--- src/rtl/clock_rate_monitor_pkg.sv ---
// ---------------------------------------------------------------------------
// clock_rate_monitor_pkg
// Shared definitions for the clock rate monitor: FSM state encoding, the
// default counter width and the saturation ceiling for the cycle counters.
// ---------------------------------------------------------------------------
package clock_rate_monitor_pkg;

  localparam int DEFAULT_CNT_W = 28;

  typedef enum logic [1:0] {
    IDLE   = 2'd0,
    ARMED  = 2'd1,
    MEAS   = 2'd2,
    LOCKED = 2'd3
  } state_t;

  // All-ones value of a counter of the given width (valid for width 1..63).
  function automatic logic [63:0] satMax(input int width);
    return (64'd1 << width) - 64'd1;
  endfunction

  localparam logic [63:0] CNT_MAX = satMax(DEFAULT_CNT_W);

endpackage

--- src/rtl/sync_rise_detect.sv ---
// ---------------------------------------------------------------------------
// sync_rise_detect
// Two-flop synchronizer for an asynchronous input, followed by a delay
// register used to detect rising edges of the synchronized level.
//
// Ports:
//   i_clk  : sampling clock
//   i_rst  : asynchronous active-high reset, clears all three flops
//   i_sig  : asynchronous input
//   o_sync : synchronized level
//   o_rise : high for one cycle when o_sync goes 0 -> 1
// ---------------------------------------------------------------------------
module sync_rise_detect
  import clock_rate_monitor_pkg::*;
(
  input  logic i_clk,
  input  logic i_rst,
  input  logic i_sig,
  output logic o_sync,
  output logic o_rise
);

  logic r_meta;
  logic r_sync;
  logic r_syncDly;

  always_ff @(posedge i_clk or posedge i_rst) begin
    if (i_rst) begin
      r_meta    <= 1'b0;
      r_sync    <= 1'b0;
      r_syncDly <= 1'b0;
    end else begin
      r_meta    <= i_sig;
      r_sync    <= r_meta;
      r_syncDly <= r_sync;
    end
  end

  assign o_sync = r_sync;
  assign o_rise = r_sync & ~r_syncDly;

endmodule

--- src/rtl/clock_rate_monitor.sv ---
// ---------------------------------------------------------------------------
// clock_rate_monitor
// Measures the period (rising edge to rising edge) and high time of a slow
// divided clock in clock_in cycles, declares lock once the period is stable
// and pulses 'lost' when the signal stops toggling.
//
// Ports:
//   clock_in   : system clock
//   reset      : asynchronous active-high reset
//   sig_in     : monitored signal, may be asynchronous to clock_in
//   period_out : last measured period
//   high_out   : synchronized-high cycles within the last period
//   meas_valid : one-cycle pulse when period_out/high_out update
//   locked     : period stable for LOCK_CNT consecutive comparisons
//   lost       : one-cycle pulse when TIMEOUT cycles pass without a rise
//   duty_err   : (only with DUTY_CHECK_EN) duty differs from the
//                low-first, ceil-high divider split by more than TOL
//
// Optional feature macro: DUTY_CHECK_EN
// ---------------------------------------------------------------------------
module clock_rate_monitor
  import clock_rate_monitor_pkg::*;
#(
  parameter int                 CNT_W    = DEFAULT_CNT_W,
  parameter logic [CNT_W-1:0]   TIMEOUT  = 28'd100_000_000,
  parameter int                 LOCK_CNT = 4,
  parameter logic [CNT_W-1:0]   TOL      = '0
) (
  input  logic             clock_in,
  input  logic             reset,
  input  logic             sig_in,
  output logic [CNT_W-1:0] period_out,
  output logic [CNT_W-1:0] high_out,
  output logic             meas_valid,
  output logic             locked,
  output logic             lost
`ifdef DUTY_CHECK_EN
  ,
  output logic             duty_err
`endif
);

  localparam logic [CNT_W-1:0] CNT_SAT      = (CNT_W == DEFAULT_CNT_W) ?
                                              CNT_W'(CNT_MAX) : CNT_W'(satMax(CNT_W));
  localparam logic [CNT_W-1:0] TIMEOUT_LAST = TIMEOUT - CNT_W'(1);
  localparam logic [3:0]       LOCK_TARGET  = 4'(LOCK_CNT);

  logic             w_sync;
  logic             w_rise;
  logic [CNT_W-1:0] r_runCnt;
  logic [CNT_W-1:0] r_highCnt;
  state_t           r_state;
  state_t           w_nextState;
  logic [3:0]       r_matchCnt;
  logic [3:0]       w_nextMatch;
  logic             w_publish;
  logic             w_timeout;
  logic [CNT_W-1:0] w_periodDiff;
  logic             w_periodMatch;
  logic [CNT_W-1:0] r_period;
  logic [CNT_W-1:0] r_high;
  logic             r_measValid;
  logic             r_locked;
  logic             r_lost;

  sync_rise_detect u_sync (
    .i_clk  (clock_in),
    .i_rst  (reset),
    .i_sig  (sig_in),
    .o_sync (w_sync),
    .o_rise (w_rise)
  );

  // Synchronizer latency is the same at every edge, so counting from one
  // detected rise to the next yields the true period.
  always_ff @(posedge clock_in or posedge reset) begin
    if (reset) begin
      r_runCnt  <= '0;
      r_highCnt <= '0;
    end else if (w_rise) begin
      r_runCnt  <= CNT_W'(1);
      r_highCnt <= CNT_W'(1);
    end else begin
      if (r_runCnt != CNT_SAT) begin
        r_runCnt <= r_runCnt + CNT_W'(1);
      end
      if (w_sync && (r_highCnt != CNT_SAT)) begin
        r_highCnt <= r_highCnt + CNT_W'(1);
      end
    end
  end

  // Absolute difference without wrap: subtract the smaller from the larger.
  assign w_periodDiff  = (r_runCnt >= r_period) ? (r_runCnt - r_period)
                                                : (r_period - r_runCnt);
  assign w_periodMatch = (w_periodDiff <= TOL);

  always_ff @(posedge clock_in or posedge reset) begin
    if (reset) begin
      r_state    <= IDLE;
      r_matchCnt <= '0;
    end else begin
      r_state    <= w_nextState;
      r_matchCnt <= w_nextMatch;
    end
  end

  // A rise always takes priority over the timeout on the same edge.
  always_comb begin
    w_nextState = r_state;
    w_nextMatch = r_matchCnt;
    w_publish   = 1'b0;
    w_timeout   = 1'b0;
    case (r_state)
      IDLE: begin
        if (w_rise) begin
          w_nextState = ARMED;
        end
      end
      ARMED: begin
        if (w_rise) begin
          w_publish   = 1'b1;
          w_nextMatch = '0;
          w_nextState = MEAS;
        end else if (r_runCnt == TIMEOUT_LAST) begin
          w_timeout = 1'b1;
        end
      end
      MEAS, LOCKED: begin
        if (w_rise) begin
          w_publish = 1'b1;
          if (w_periodMatch) begin
            w_nextMatch = (r_matchCnt >= LOCK_TARGET) ? LOCK_TARGET
                                                      : r_matchCnt + 4'd1;
          end else begin
            w_nextMatch = '0;
          end
          w_nextState = (w_nextMatch >= LOCK_TARGET) ? LOCKED : MEAS;
        end else if (r_runCnt == TIMEOUT_LAST) begin
          w_timeout = 1'b1;
        end
      end
      default: begin
        w_nextState = IDLE;
      end
    endcase
    if (w_timeout) begin
      w_nextState = IDLE;
      w_nextMatch = '0;
    end
  end

  always_ff @(posedge clock_in or posedge reset) begin
    if (reset) begin
      r_period    <= '0;
      r_high      <= '0;
      r_measValid <= 1'b0;
      r_locked    <= 1'b0;
      r_lost      <= 1'b0;
    end else begin
      r_measValid <= w_publish;
      r_lost      <= w_timeout;
      r_locked    <= (w_nextState == LOCKED);
      if (w_publish) begin
        r_period <= r_runCnt;
        r_high   <= r_highCnt;
      end else if (w_timeout) begin
        r_period <= '0;
        r_high   <= '0;
      end
    end
  end

  assign period_out = r_period;
  assign high_out   = r_high;
  assign meas_valid = r_measValid;
  assign locked     = r_locked;
  assign lost       = r_lost;

`ifdef DUTY_CHECK_EN
  logic [CNT_W-1:0] w_dutyExpect;
  logic [CNT_W-1:0] w_dutyDiff;
  logic             r_dutyErr;

  // The reference divider spends floor(P/2) low and ceil(P/2) high.
  assign w_dutyExpect = r_runCnt - (r_runCnt >> 1);
  assign w_dutyDiff   = (r_highCnt >= w_dutyExpect) ? (r_highCnt - w_dutyExpect)
                                                    : (w_dutyExpect - r_highCnt);

  always_ff @(posedge clock_in or posedge reset) begin
    if (reset) begin
      r_dutyErr <= 1'b0;
    end else if (w_publish) begin
      r_dutyErr <= (w_dutyDiff > TOL);
    end else if (w_timeout) begin
      r_dutyErr <= 1'b0;
    end
  end

  assign duty_err = r_dutyErr;
`endif

endmodule

--- config.mk ---
export PLATFORM = sky130hd
export DESIGN_NAME = clock_rate_monitor
export DESIGN_NICKNAME = d
export VERILOG_FILES = /design/src/rtl/clock_rate_monitor_pkg.sv /design/src/rtl/sync_rise_detect.sv /design/src/rtl/clock_rate_monitor.sv
export SDC_FILE = /design/constraint.sdc
export NUM_CORES = 1
export LEC_CHECK = 0
export CAP_MARGIN = 15
export CORE_MARGIN = 2
export CORE_UTILIZATION = 40
export CTS_CLUSTER_SIZE = 30
export DETAILED_ROUTE_END_ITERATION = 8
export DONT_BUFFER_PORTS = 1
export PLACE_DENSITY_LB_ADDON = 0.2
export SLEW_MARGIN = 20
export SYNTH_ARGS = -nofsm -noshare
export SYNTH_HDL_FRONTEND = slang
export SYNTH_SLANG_ARGS = --single-unit
export TNS_END_PERCENT = 50
--- constraint.sdc ---
create_clock -name clock_in -period 7.23 [get_ports clock_in]
set_input_delay 0.723 -clock clock_in [delete_from_list [all_inputs] [get_ports clock_in]]
set_output_delay 0.723 -clock clock_in [all_outputs]
set_load 0.01 [all_outputs]
======== Yosys cells after proc, flatten, opt, wreduce, memory -nomap -nowiden ========
Index checks and enable logic that the tools add are counted.
cells by class
  add/subtract/negate cells ............... 5
  magnitude comparators ................... 4
  eq/ne operators ......................... 9
  muxes and demuxes ....................... 27
  bitwise operators ....................... 2
  reduce and logical (&&, ||, !) cells .... 9
operators by type and width
  cell                                                                                  count
  28-bit two-way mux                                                                    8
  28-bit by 1-bit adder with 28-bit output (second input constant)                      2
  28-bit inequality test (second input constant)                                        2
  28-bit subtractor                                                                     2
  28-bit by 27-bit == test with 1-bit output (second input constant)                    1
  28-bit greater-or-equal comparator                                                    1
  28-bit by 1-bit <= comparator with 1-bit output (second input constant)               1
  4-bit two-way mux                                                                     7
  4-bit by 3-bit greater-or-equal comparator with 1-bit output (second input constant)  2
  2-bit two-way mux                                                                     4
  4-bit case mux with 2 select lines                                                    1
  2-bit == test (second input constant)                                                 3
  1-bit two-way mux                                                                     6
  3-bit by 2-bit inequality test with 1-bit output (second input constant)              2
  2-bit case mux with 3 select lines                                                    1
  2-bit nonzero test                                                                    3
  4-bit by 1-bit adder with 4-bit output (second input constant)                        1
  3-bit AND reduction                                                                   1
  3-bit nonzero test                                                                    1
  3-bit OR reduction                                                                    1
  2-bit by 1-bit == test with 1-bit output (second input constant)                      1
  2-bit zero test                                                                       1
  2-bit OR reduction                                                                    1
  1-bit AND                                                                             1
  other kinds (2)                                                                       2
word-level totals
  flip-flop bits (word level) ............. 124
  bits of input ports ..................... 3

======== Depth between registers and ports, before layout ========
Gate-level depths: netlist of the first run.
  depth in word-level cells ............... 12
  depth in mapped cells ................... 14
  depth with buffers taken out ............ 13

======== By module ========
A second synthesis of the first run with hierarchy kept.
second synthesis, totals
  cells, all modules ...................... 980
  area, all modules ....................... 8580.7 um^2
by module, submodules not included
  module              times used  cells an instance  area each (um^2)  sequential area each (um^2)
  clock_rate_monitor  1           975                8488.1            3027.9
  sync_rise_detect    1           5                  92.6              75.1

======== Least setup slack after synthesis of the first run ========
Ideal clock, no wire load.
  kind .................................... reg-to-reg
  start point ............................. register r_period[18] (netlist: period_out[18])
  end point ............................... register r_locked (netlist: locked)
  library setup time ...................... 0.073 ns
  data arrival time ....................... 3.375 ns
  slack ................................... 3.782 ns
  cell stages (with the launch flop) ...... 15
  buffers on the path ..................... 1
  clock period less this slack ............ 3.448 ns
  cells stage by stage .................... dfrtp_1 -> inv_1 -> ha_1 -> buf_4 -> nand2_2 -> or4_4 -> nor3b_1 -> a21oi_2 -> nand2_1 -> o211ai_4 -> mux2i_1 -> xnor2_2 -> nand4_1 -> or4_4 -> a21boi_2
between the ends
  cells in the longest elaborated chain, start to end .. 12
ends and longest elaborated chain
  element                                                         line                       text
  from (decl)                                                     clock_rate_monitor.sv:60   logic [CNT_W-1:0] r_period;
  from (signal assigned)                                          clock_rate_monitor.sv:165  r_period <= r_runCnt;
  28-bit subtractor (tied with other cells)                       clock_rate_monitor.sv:95   : (r_period - r_runCnt);
  28-bit two-way mux *                                            clock_rate_monitor.sv:94   assign w_periodDiff = (r_runCnt >= r_period) ? (r_runCnt - r_period)
  28-bit by 1-bit <= comparator with 1-bit output *               clock_rate_monitor.sv:96   assign w_periodMatch = (w_periodDiff <= TOL);
  4-bit two-way mux *                                             clock_rate_monitor.sv:132  if (w_periodMatch) begin
  4-bit two-way mux *                                             clock_rate_monitor.sv:130  if (w_rise) begin
  4-bit two-way mux *                                             clock_rate_monitor.sv:114  case (r_state)
  4-bit by 3-bit greater-or-equal comparator with 1-bit output *  clock_rate_monitor.sv:138  w_nextState = (w_nextMatch >= LOCK_TARGET) ? LOCKED : MEAS;
  1-bit two-way mux *                                             clock_rate_monitor.sv:138
  2-bit two-way mux *                                             clock_rate_monitor.sv:130
  2-bit case mux with 3 select lines *                            clock_rate_monitor.sv:114
  2-bit two-way mux *                                             clock_rate_monitor.sv:147  if (w_timeout) begin
  2-bit == test *                                                 clock_rate_monitor.sv:163  r_locked <= (w_nextState == LOCKED);
  to (signal assigned)                                            clock_rate_monitor.sv:163
  to (decl)                                                       clock_rate_monitor.sv:63   logic r_locked;
Every way passes the cells marked *; elsewhere a longest branch is shown, timed or not. The select of a mux whose other input is x is not followed.
A chain may end at the register's enable or synchronous reset.

======== Final worst setup path of the first run ========
  start point ............................. register r_runCnt[9]
  end point ............................... register r_locked (netlist: locked)
between the ends
  cells in the longest elaborated chain, start to end .. 12
ends and longest elaborated chain
  element                                                       line                       text
  from (decl)                                                   clock_rate_monitor.sv:50   logic [CNT_W-1:0] r_runCnt;
  from (signal assigned)                                        clock_rate_monitor.sv:85   r_runCnt <= r_runCnt + CNT_W'(1);
  28-bit subtractor (tied with other cells)                     clock_rate_monitor.sv:95
  28-bit two-way mux                                            clock_rate_monitor.sv:94
  28-bit by 1-bit <= comparator with 1-bit output               clock_rate_monitor.sv:96
  4-bit two-way mux                                             clock_rate_monitor.sv:132
  4-bit two-way mux                                             clock_rate_monitor.sv:130
  4-bit two-way mux                                             clock_rate_monitor.sv:114
  4-bit by 3-bit greater-or-equal comparator with 1-bit output  clock_rate_monitor.sv:138
  1-bit two-way mux                                             clock_rate_monitor.sv:138
  2-bit two-way mux                                             clock_rate_monitor.sv:130
  2-bit case mux with 3 select lines                            clock_rate_monitor.sv:114
  2-bit two-way mux *                                           clock_rate_monitor.sv:147
  2-bit == test *                                               clock_rate_monitor.sv:163
Marks and branches as above.

==> summary.md, run 1 <==
| Metric | Value |
|---|---|
| Status | completed |
| Share of power burned in registers | between 20% and 30% |
| Syn_area_per_cell | approximately 9 µm² |
| Power density cells | between 300 and 400 nW/µm² |
| Primary FF master, synth | dfrtp_1 |
| Via count | roughly 7,100 |
| Total power | approximately 3 mW |
| Ys Warns | 0 |
| Min-Delay Path Class | primary input to asynchronous set/reset pin |
| Crit Path Max Fanout | 11 |
| Antenna violations before repair | 0 |
| CTS root buffer | clkbuf_16 |
| Post-synth ARST share | 100% |
| DIE WIDTH | approximately 150 µm |
| Pint | around 1.8 mW |
| Tightest Pin Transition | 1.11 ns |
| Filler instances | between 2,000 and 2,500 |
| Post-synthesis sequential area ratio | about 37% |
| GRT Total Usage | around 22% |
| Routability Congestion | just over 0.9 |
| Static Leakage | between 4 and 5 nW |
| DRC viols | 0 |
| Vias per cell | around 5.8 |
| Netlist Area Pre-Place | around 8400 µm² |
| Largest net degree at the start of global routing | between 70 and 80 |
| CTS Hold Bufs | 0 |
| Htree depth | 4 |
| Area Growth Syn to Fin | 9.77% |
| Count of pins over their slew limit | 0 |
| Port bufs | 0 |
| Peak supply drop | approximately 0.18 mV |
| CTS resizes | 0 |
| First-pass GRT wire length | a little under 40,000 µm |
| CTS tree | yes |
| Max cap viols | 0 |
| Routed length per instance | around 20 µm |
| Longest Clk Path Bufs | 2 |
| Final hold violation count | 0 |
| Worst-Skew Late Latency | about 0.43 ns |
| Initial Util | between 40% and 50% |
| Switching share of total power | between 30% and 40% |
| Setup TNS Final | 0 ns |
| Startpoint types | register |
| Slew HR | ~25% |
| Combinational share of power | approximately 44% |
| Register area | between 3000 and 4000 µm² |
| Clock Sinks | approximately 120 |
| Final Skew | about 0.0096 ns |
| EDFF count, synth | 0 |
| Share of cells above drive strength 1 | 6.50% |
| Final setup fails | 0 |
| Die H | between 100 and 150 µm |
| Crit Path Class | register to register |
| Post-CTS Setup Bufs | 0 |
| Drt first pass iters | 5 |
| Post-detail-place hpwl | between 15,000 and 20,000 µm |
| F_max | 236 MHz |
| Period utilization | between 50% and 60% |
| Clock buffer count from CTS | 17 |
| Post-synthesis instance total | between 900 and 1,000 |
| Required @ worst endpoint | 7.59 ns |
| Worst-path clk slew | 0.06 ns |
| Multi-input gate area | 4870 µm² |
| Post-Syn Nets | 1,024 |
| Arr. time, crit path | about 4.6 ns |
| Post-DRT Antenna Nets | 0 |
| Total grt overflow | 0 |
| Critical path capture point type | register |
| Ant. Diodes | 0 |
| Fin nets | around 1,000 |
| Unrepaired setup endpoints after global routing | no |
| Clk pwr share | a little under a third |
| #FFs+latches synth | 124 |
| Sw Pwr | around 1.2 mW |
| DRT iter0 DRCs | approximately 490 |
| Placeable Area | about 21,000 µm² |
| Vias in the first global route | around 7,000 |
| Core Rows | 53 |
| Die area | about 22,000 µm² |
| Unique cell type count in the Yosys netlist | 70 |
| Min Tclk post-route | approximately 4.2 ns |
| Ports | 62 |
| WL final | between 20,000 and 25,000 µm |
-- flip-flops by register name, indices dropped and copies added, names as in the netlist --
| signal | flops |
|---|---|
| meas_valid | 1 |
| r_matchCnt | 4 |
| high_out | 28 |
| lost | 1 |
| r_state | 2 |
| r_highCnt | 28 |
| r_runCnt | 28 |
| u_sync.r_syncDly | 1 |
| u_sync.o_sync | 1 |
| u_sync.r_meta | 1 |
| period_out | 28 |
| locked | 1 |
-- synth_stat cells, drive strengths merged, types with 20 or more instances --
| cell | n | area share (%) |
|---|---|---|
| nor3 | 20 | 1.2 |
| ha | 58 | 8.6 |
| a22o | 56 | 5.8 |
| a21oi | 79 | 4.8 |
| xor2 | 30 | 3.1 |
| inv | 71 | 3.2 |
| xnor2 | 51 | 5.4 |
| dfrtp | 124 | 37 |
| buf | 23 | 1.5 |
| nor2 | 102 | 4.5 |
| nand3 | 33 | 2.0 |
| clkbuf | 23 | 1.0 |
| o21ai | 42 | 2.5 |
| nand4 | 26 | 1.9 |
| nand2 | 74 | 3.4 |
-- worst paths after layout --
kind,startpoint,end,slack (ns),depth (start not counted)
setup reg to reg,r_runCnt[9],locked,3.00,12
hold reg to reg,u_sync.r_meta,u_sync.o_sync,0.36,0
min in group clock_in,sig_in,u_sync.r_meta,0.32,0
setup / recovery,r_runCnt[9],locked,3.00,12
hold / removal,reset,high_out[10],0.17,1
max in group asynchronous,reset,r_runCnt[15],6.01,2
-- cell type report --
cell class                      instances  area share (%)
Multi-Input combinational cell        722            52.7
Inverter                               71            2.94
Clock buffer                           20            4.94
Tap cell                              275            3.72
Sequential cell                       124            33.6
Clock inverter                         12            1.75
Timing Repair Buffer                    5           0.446
-- power by group through the flow --
stage / clock, mW / combinational [mW] / sequential, mW
6_report: 0.920 / 1.32 / 0.771
5_1_grt: 0.959 / 1.44 / 0.775
4_1_cts: 0.926 / 1.30 / 0.771
3_5_place_dp: 0 / 1.28 / 0.784
3_3_place_gp: 0 / 1.29 / 0.783
2_1_floorplan: 0 / 1.01 / 0.768
-- critical path, stage by stage (launching register included) --
cell,delay [ns]
dfrtp_1,0.52
ha_1,0.60
nand4_1,0.25
or2_1,0.34
a21oi_1,0.33
nor3_1,0.13
o21ai_1,0.19
xor2_1,0.09
or3_1,0.37
or4_1,0.49
a2bb2oi_1,0.19
or4_4,0.51
a21boi_2,0.14
-- per-stage QoR --
| stage | util [%] | cells | instance area (µm²) | worst slack (ns) | hold slack, ns |
|---|---|---|---|---|---|
| global placement | 41.4 | 1197 | 8630 | 3.03 | 0.341 |
| global route | 44.4 | 1229 | 9250 | 2.83 | 0.204 |
| CTS | 44.4 | 1229 | 9240 | 3.03 | 0.185 |
| floorplan | - | 963 | 8420 | 3.21 | 0.331 |
| finish | 44.4 | 1229 | 9250 | 3.00 | 0.166 |
| detailed placement | 41.4 | 1197 | 8630 | 3.07 | 0.347 |
-- kinds of logic after synthesis --
logic type               after synthesis  share of synthesized area [%]
AND/OR/NAND/NOR                      323                           18.7
AO/OA/AOI/OAI                        256                           21.2
flip-flops                           124                           36.8
buffers and inverters                117                           5.70
XOR/XNOR                              81                           8.51
adder cells (fa/ha/maj)               58                           8.61
multiplexers                           4                          0.475
-- layout by cell type (no fill, tap or decap), types with 4 or more instances in the layout --
master / n
a211oi_1: 8
a21boi_0: 4
a21o_1: 12
a21oi_1: 77
a22o_1: 56
a31oi_1: 5
and2_1: 6
and3_1: 9
buf_4: 4
clkbuf_16: 17
dfrtp_1: 124
ha_1: 58
inv_1: 70
mux2i_1: 4
nand2_1: 72
nand2b_1: 4
nand3_1: 32
nand4_1: 26
nor2_1: 101
nor2b_1: 6
nor3_1: 20
nor4_1: 11
o2111ai_1: 4
o211ai_1: 9
o21a_1: 6
o21ai_0: 33
o21ai_1: 9
or3_1: 8
or4_1: 6
xnor2_1: 50
xor2_1: 30
-- metal layers --
metal,share of wire [%],vias to the layer above,track usage (%)
met5,0,-,0
met4,2.3,0,7.81
met3,4.8,35,3.79
met2,47,197,35.8
met1,46,3505,30.8
li1,-,3375,-
No activity file was read; power rests on OpenSTA's default activity.
==> run 2: changes to the inputs <==
clock period = 4.3 ns   (was 7.23 ns; I/O delays follow)
==> run 2 against run 1 <==
  * Maximum frequency up 4.3%
  * Highest routed layer unchanged
  * Critical path type unchanged
  * Combinational power up 82%
  * Die area unchanged
==> summary.md, run 2 (same netlist as run 1, synthesis figures left out) <==
| Metric | Value |
|---|---|
| Placeable Area | 20,800 µm² (unchanged) |
| Fin nets | 1,019 (was 1,002) |
| Initial Util | 40.5% (unchanged) |
| Setup TNS Final | 0 ns (unchanged) |
| Area Growth Syn to Fin | 10.9% (was 9.77%) |
| Vias per cell | 5.73 (was 5.79) |
| Ports | 62 (unchanged) |
| Longest Clk Path Bufs | 2 (unchanged) |
| Total power | 5.13 mW (was 3.01 mW) |
| Family with the most delay on the worst path | simple AND/OR/NAND/NOR gates (unchanged) |
| DP Worst Slack | 0.258 ns (was 3.07 ns) |
| Crit Path Class | register to register (unchanged) |
| Placed Instances | 1,214 (was 1,197) |
| Final Skew | 0.0126 ns (was 0.00960 ns) |
| CP max stage delay | 0.59 ns (was 0.60 ns) |
| CP max-delay cell | or4_4 (was ha_1) |
| Htree depth | 4 (unchanged) |
| Post-DRT Antenna Nets | 0 (unchanged) |
| Critical path capture point type | register (unchanged) |
| Period utilization | 94.3% (was 58.5%) |
| Startpoint types | register (unchanged) |
| Peak supply drop | 0.290 mV (was 0.182 mV) |
| Post-layout util | 44.9% (was 44.4%) |
| Slew HR | 30.9% (was 25.1%) |
| Core Rows | 53 (unchanged) |
| Worst R2R Start | period_out[15] (was r_runCnt[9]) |
| Crit path launch | period_out[15] (was r_runCnt[9]) |
| Final WS setup | 0.245 ns (was 3.00 ns) |
| Max cap viols | 0 (unchanged) |
| Crit path buffers/inverters | 1 (was 0) |
| Clock Sinks | 124 (unchanged) |
| Count of pins over their slew limit | 0 (unchanged) |
| WL final | 24,300 µm (was 24,200 µm) |
| Vias in the first global route | 7,159 (was 6,935) |
| Tightest Pin Transition | 1.03 ns (was 1.11 ns) |
| CTS root buffer | clkbuf_16 (unchanged) |
| Design area | 9340 µm² (was 9250 µm²) |
| DP Area | 8750 µm² (was 8630 µm²) |
| CTS tree | yes (unchanged) |
| Antenna violations before repair | 0 (unchanged) |
| Routability Congestion | 0.956 (was 0.922) |
| Hold WS | 0.0325 ns (was 0.166 ns) |
| Min-Delay Path Class | primary input to asynchronous set/reset pin (unchanged) |
| GRT Total Usage | 22.9% (was 22.4%) |
| Post-CTS Setup Bufs | 0 (unchanged) |
| DIE WIDTH | 149 µm (unchanged) |
| F_max | 247 MHz (was 236 MHz) |
| Status | completed (unchanged) |
| Power density cells | 549 nW/µm² (was 325 nW/µm²) |
| Required @ worst endpoint | 4.65 ns (was 7.59 ns) |
| First-pass GRT wire length | 39,700 µm (was 38,600 µm) |
| Crit-path cells | inv_1 > ha_1 > nand2_1 > or4_4 > nor3b_1 > a21oi_2 > nand2_1 > o211ai_4 > mux2i_1 > xnor2_2 > nand4_1 > or4_4 > a21boi_2 (was ha_1 > nand4_1 > or2_1 > a21oi_1 > nor3_1 > o21ai_1 > xor2_1 > or3_1 > or4_1 > a2bb2oi_1 > or4_4 > a21boi_2) |
| Worst-Skew Late Latency | 0.43 ns (about the same) |
| Worst-path clk slew | 0.06 ns (about the same) |
| Ant. Diodes | 0 (unchanged) |
| Share of cells above drive strength 1 | 8.24% (was 6.50%) |
| Drt first pass iters | 5 (unchanged) |
| Routed length per instance | 19.5 µm (was 19.7 µm) |
| Unrepaired setup endpoints after global routing | no (unchanged) |
| Total grt overflow | 0 (unchanged) |
| Most frequent cells in the layout | dfrtp_1, nor2_1, a21oi_1 (unchanged) |
| Crit Path Max Fanout | 10 (was 11) |
| Port bufs | 0 (unchanged) |
| Largest net degree at the start of global routing | 91 (was 77) |
| Die H | 149 µm (unchanged) |
| DRC viols | 0 (unchanged) |
| Die area | 22,200 µm² (unchanged) |
| Clock buffer count from CTS | 17 (unchanged) |
| Via count | 7,137 (was 7,112) |
| Commonest non-fill, non-tap cell in the layout | dfrtp_1 (unchanged) |
| Final hold violation count | 0 (unchanged) |
| Post-detail-place hpwl | 18,100 µm (was 17,800 µm) |
| Static Leakage | 4.23 nW (was 4.17 nW) |
| Final setup fails | 0 (unchanged) |
| Min Tclk post-route | 4.06 ns (was 4.23 ns) |
| DRT iter0 DRCs | 564 (was 486) |
| Arr. time, crit path | 4.41 ns (was 4.59 ns) |
| Finished Layout Cells | 1,246 (was 1,229) |
run 2: cell count changes in the layout (fill, tap and decap cells not counted), sizes merged:
cell,change
bufinv,-1
buf,+17
clkinv,-1
inv,+1
clkinvlp,+1
run 2: final cells by class:
type,count,area [µm²]
clock buffer,20,447
clock inverter,12,136
fill,2029,11500
inverter,71,272
multi-input combinational,722,4880
sequential,124,3100
tap,275,344
timing repair buffer,22,165
run 2: final timing paths:
path	slack, ns	cells after the start	endpoint
worst max-delay path	0.24	13	locked
worst min register to register	0.35	0	u_sync.o_sync
max in group asynchronous	3.27	2	r_matchCnt[2]
min in group clock_in	0.03	0	u_sync.r_meta
worst min-delay path	0.03	1	r_highCnt[16]
worst max register to register	0.24	13	locked
run 2: report_power, final:
group          total [mW]  internal, mW  switching [mW]
Clock                1.45         0.873           0.576
Combinational        2.40         0.998            1.40
Sequential           1.28          1.21          0.0670
Total                5.13          3.09            2.04
run 2: metal layers:
metal	track usage, %	routed length [µm]	up-vias
met5	0	0	-
li1	-	-	3408
met4	8.10	567	0
met1	31.8	11300	3454
met3	4.40	1320	37
met2	35.6	11200	238
run 2: what timing repair did:
item / in CTS / in global routing
gates resized for setup: 0 / 3
hold buffers: 0 / 0
setup endpoints to repair: 0 / 4
==> run 3: changes to the inputs <==
CTS_BUF_LIST = sky130_fd_sc_hd__clkbuf_8   (was default)
==> run 3 against run 2 <==
  * Utilization is 0.86 points lower
  * Count of clock-buffer cells in the layout is 2 lower
  * Sequential power is essentially flat
  * Sequential share of layout area is 0.65 points higher
  * Die area did not move
  * Critical path depth unchanged
  * Non-clock buffer count up 1
  * Flip-flop and latch count unchanged
  * Critical path type unchanged
  * Global-route usage about the same
==> summary.md, run 3 (same netlist as run 1, synthesis figures left out) <==
| Metric | Value |
|---|---|
| Status | completed (unchanged) |
| Commonest non-fill, non-tap cell in the layout | dfrtp_1 (unchanged) |
| Most frequent cells in the layout | dfrtp_1, nor2_1, a21oi_1 (unchanged) |
| Slew HR | 24.6% (was 30.9%) |
| Startpoint types | register (unchanged) |
| Register area | 3100 µm² (unchanged) |
| Max cap viols | 0 (unchanged) |
| Worst-Skew Late Latency | 0.46 ns (was 0.43 ns) |
| Power density cells | 518 nW/µm² (was 549 nW/µm²) |
| Worst-path clk slew | 0.09 ns (was 0.06 ns) |
| First-pass GRT wire length | 39,700 µm (about the same) |
| Min Tclk post-route | 4.08 ns (was 4.06 ns) |
| DRC viols | 0 (unchanged) |
| Clock Sinks | 124 (unchanged) |
| Pint | 2.74 mW (was 3.09 mW) |
| Vias per cell | 5.72 (was 5.73) |
| Ant. Diodes | 0 (unchanged) |
| F_max | 245 MHz (was 247 MHz) |
| Reg-to-reg setup timing slack | 0.22 ns (was 0.24 ns) |
| Final Skew | 0.0200 ns (was 0.0126 ns) |
| Via count | 7,134 (was 7,137) |
| Multi-input gate area | 4880 µm² (about the same) |
| Core Rows | 53 (unchanged) |
| Port bufs | 0 (unchanged) |
| Area Growth Syn to Fin | 8.78% (was 10.9%) |
| Setup TNS Final | 0 ns (unchanged) |
| Largest net degree at the start of global routing | 91 (unchanged) |
| Total grt overflow | 0 (unchanged) |
| CTS tree | yes (unchanged) |
| Placeable Area | 20,800 µm² (unchanged) |
| Fin nets | 1,020 (was 1,019) |
| Routability Congestion | 0.956 (unchanged) |
| Initial Util | 40.5% (unchanged) |
| Combinational share of power | 50.8% (was 46.7%) |
| Final hold violation count | 0 (unchanged) |
| Period utilization | 94.9% (was 94.3%) |
| Worst-case reg-to-reg path depth | 13 (unchanged) |
| Tightest Pin Transition | 1.12 ns (was 1.03 ns) |
| Die H | 149 µm (unchanged) |
| Routed length per instance | 19.6 µm (was 19.5 µm) |
| CTS root buffer | clkbuf_8 (was clkbuf_16) |
| Clock buffer count from CTS | 17 (unchanged) |
| DRT iter0 DRCs | 597 (was 564) |
| Unrepaired setup endpoints after global routing | no (unchanged) |
| Min-Delay Path Class | primary input to asynchronous set/reset pin (unchanged) |
| Static Leakage | 4.15 nW (was 4.23 nW) |
| Share of cells above drive strength 1 | 8.33% (was 8.24%) |
| Hold WS | 0.00146 ns (was 0.0325 ns) |
| Post-detail-place hpwl | 18,100 µm (unchanged) |
| Clk pwr share | 22.3% (was 28.3%) |
| Vias in the first global route | 7,161 (was 7,159) |
| WL final | 24,400 µm (was 24,300 µm) |
| Critical path capture point type | register (unchanged) |
| Crit Reg-Reg Endpoint | locked (unchanged) |
| Htree depth | 4 (unchanged) |
| Crit Path Max Fanout | 10 (unchanged) |
| Antenna violations before repair | 0 (unchanged) |
| GRT Total Usage | 22.9% (about the same) |
| Switching share of total power | 42.2% (was 39.8%) |
| Arr. time, crit path | 4.45 ns (was 4.41 ns) |
| Longest Clk Path Bufs | 2 (unchanged) |
| Ports | 62 (unchanged) |
| Final setup fails | 0 (unchanged) |
| Post-CTS Setup Bufs | 0 (unchanged) |
| Drt first pass iters | 6 (was 5) |
| Peak supply drop | 0.229 mV (was 0.290 mV) |
| Required @ worst endpoint | 4.67 ns (was 4.65 ns) |
| Sw Pwr | 2.00 mW (was 2.04 mW) |
| Share of power burned in registers | 27.0% (was 25.0%) |
| Filler instances | 2,045 (was 2,029) |
| Count of pins over their slew limit | 0 (unchanged) |
| Crit Path Class | register to register (unchanged) |
| Worst R2R Start | period_out[15] (unchanged) |
| DIE WIDTH | 149 µm (unchanged) |
| Die area | 22,200 µm² (unchanged) |
| Post-DRT Antenna Nets | 0 (unchanged) |
run 3: changes by cell type in the layout (fill, tap and decap cells not counted), sizes merged:
cell,delta
clkbuf,-2
inv,+2
dlygate4sd3,+1
run 3: worst max-delay path by stage:
stage	cells past startpoint	from	end	slack [ns]
after floorplan	1	reset	high_out[0]	0.57
after global placement	13	period_out[10]	locked	0.21
after detailed placement	12	r_runCnt[9]	locked	0.26
after CTS	12	r_runCnt[9]	locked	0.23
after global routing	13	period_out[15]	locked	0.02
final	13	period_out[15]	locked	0.22
run 3: metal layers:
metal  track usage [%]  share of wire, %  vias to the layer above
met1              32.0                47                     3455
met5                 0                 0                        -
met4              7.19               1.9                        0
met2              35.9                46                      237
li1                  -                 -                     3407
met3              4.43               5.4                       35
run 3: final cells by class:
class	count	area share, %
Tap cell	275	3.75
Clock buffer	18	2.70
Clock inverter	14	1.57
Inverter	71	2.96
Sequential cell	124	33.9
Multi-Input combinational cell	722	53.2
Timing Repair Buffer	23	1.91
run 3: power groups by stage:
stage,clock network [mW],logic (mW),registers (mW)
5_1_grt,1.14,2.60,1.29
3_3_place_gp,0,2.37,1.30
3_5_place_dp,0,2.35,1.30
4_1_cts,1.08,2.37,1.28
6_report,1.06,2.41,1.28
2_1_floorplan,0,1.70,1.29
run 3: stage by stage:
stage	util [%]	total power, mW	std cells	area (µm²)	setup WS, ns
finish	44.0	4.74	1247	9160	0.221
global route	44.0	5.03	1247	9160	0.0174
detailed placement	42.0	3.65	1214	8750	0.258
CTS	44.0	4.73	1247	9160	0.233
floorplan	-	3.00	963	8420	0.571
global placement	42.0	3.67	1214	8750	0.213
run 3: worst max-delay path, cell delays in order, from the launching register on:
cell and delay, ns:
dfrtp_1 0.52, inv_1 0.08, ha_1 0.50, nand2_1 0.18, or4_4 0.58, nor3b_1 0.17, a21oi_2 0.17, nand2_1 0.14
o211ai_4 0.33, mux2i_1 0.35, xnor2_2 0.14, nand4_1 0.15, or4_4 0.55, a21boi_2 0.14
run 3: what timing repair did:
item,4_1_cts,5_1_grt
endpoints found under the hold margin,1,0
setup endpoints to repair,0,4
hold buffers,1,0
resized for setup,0,4
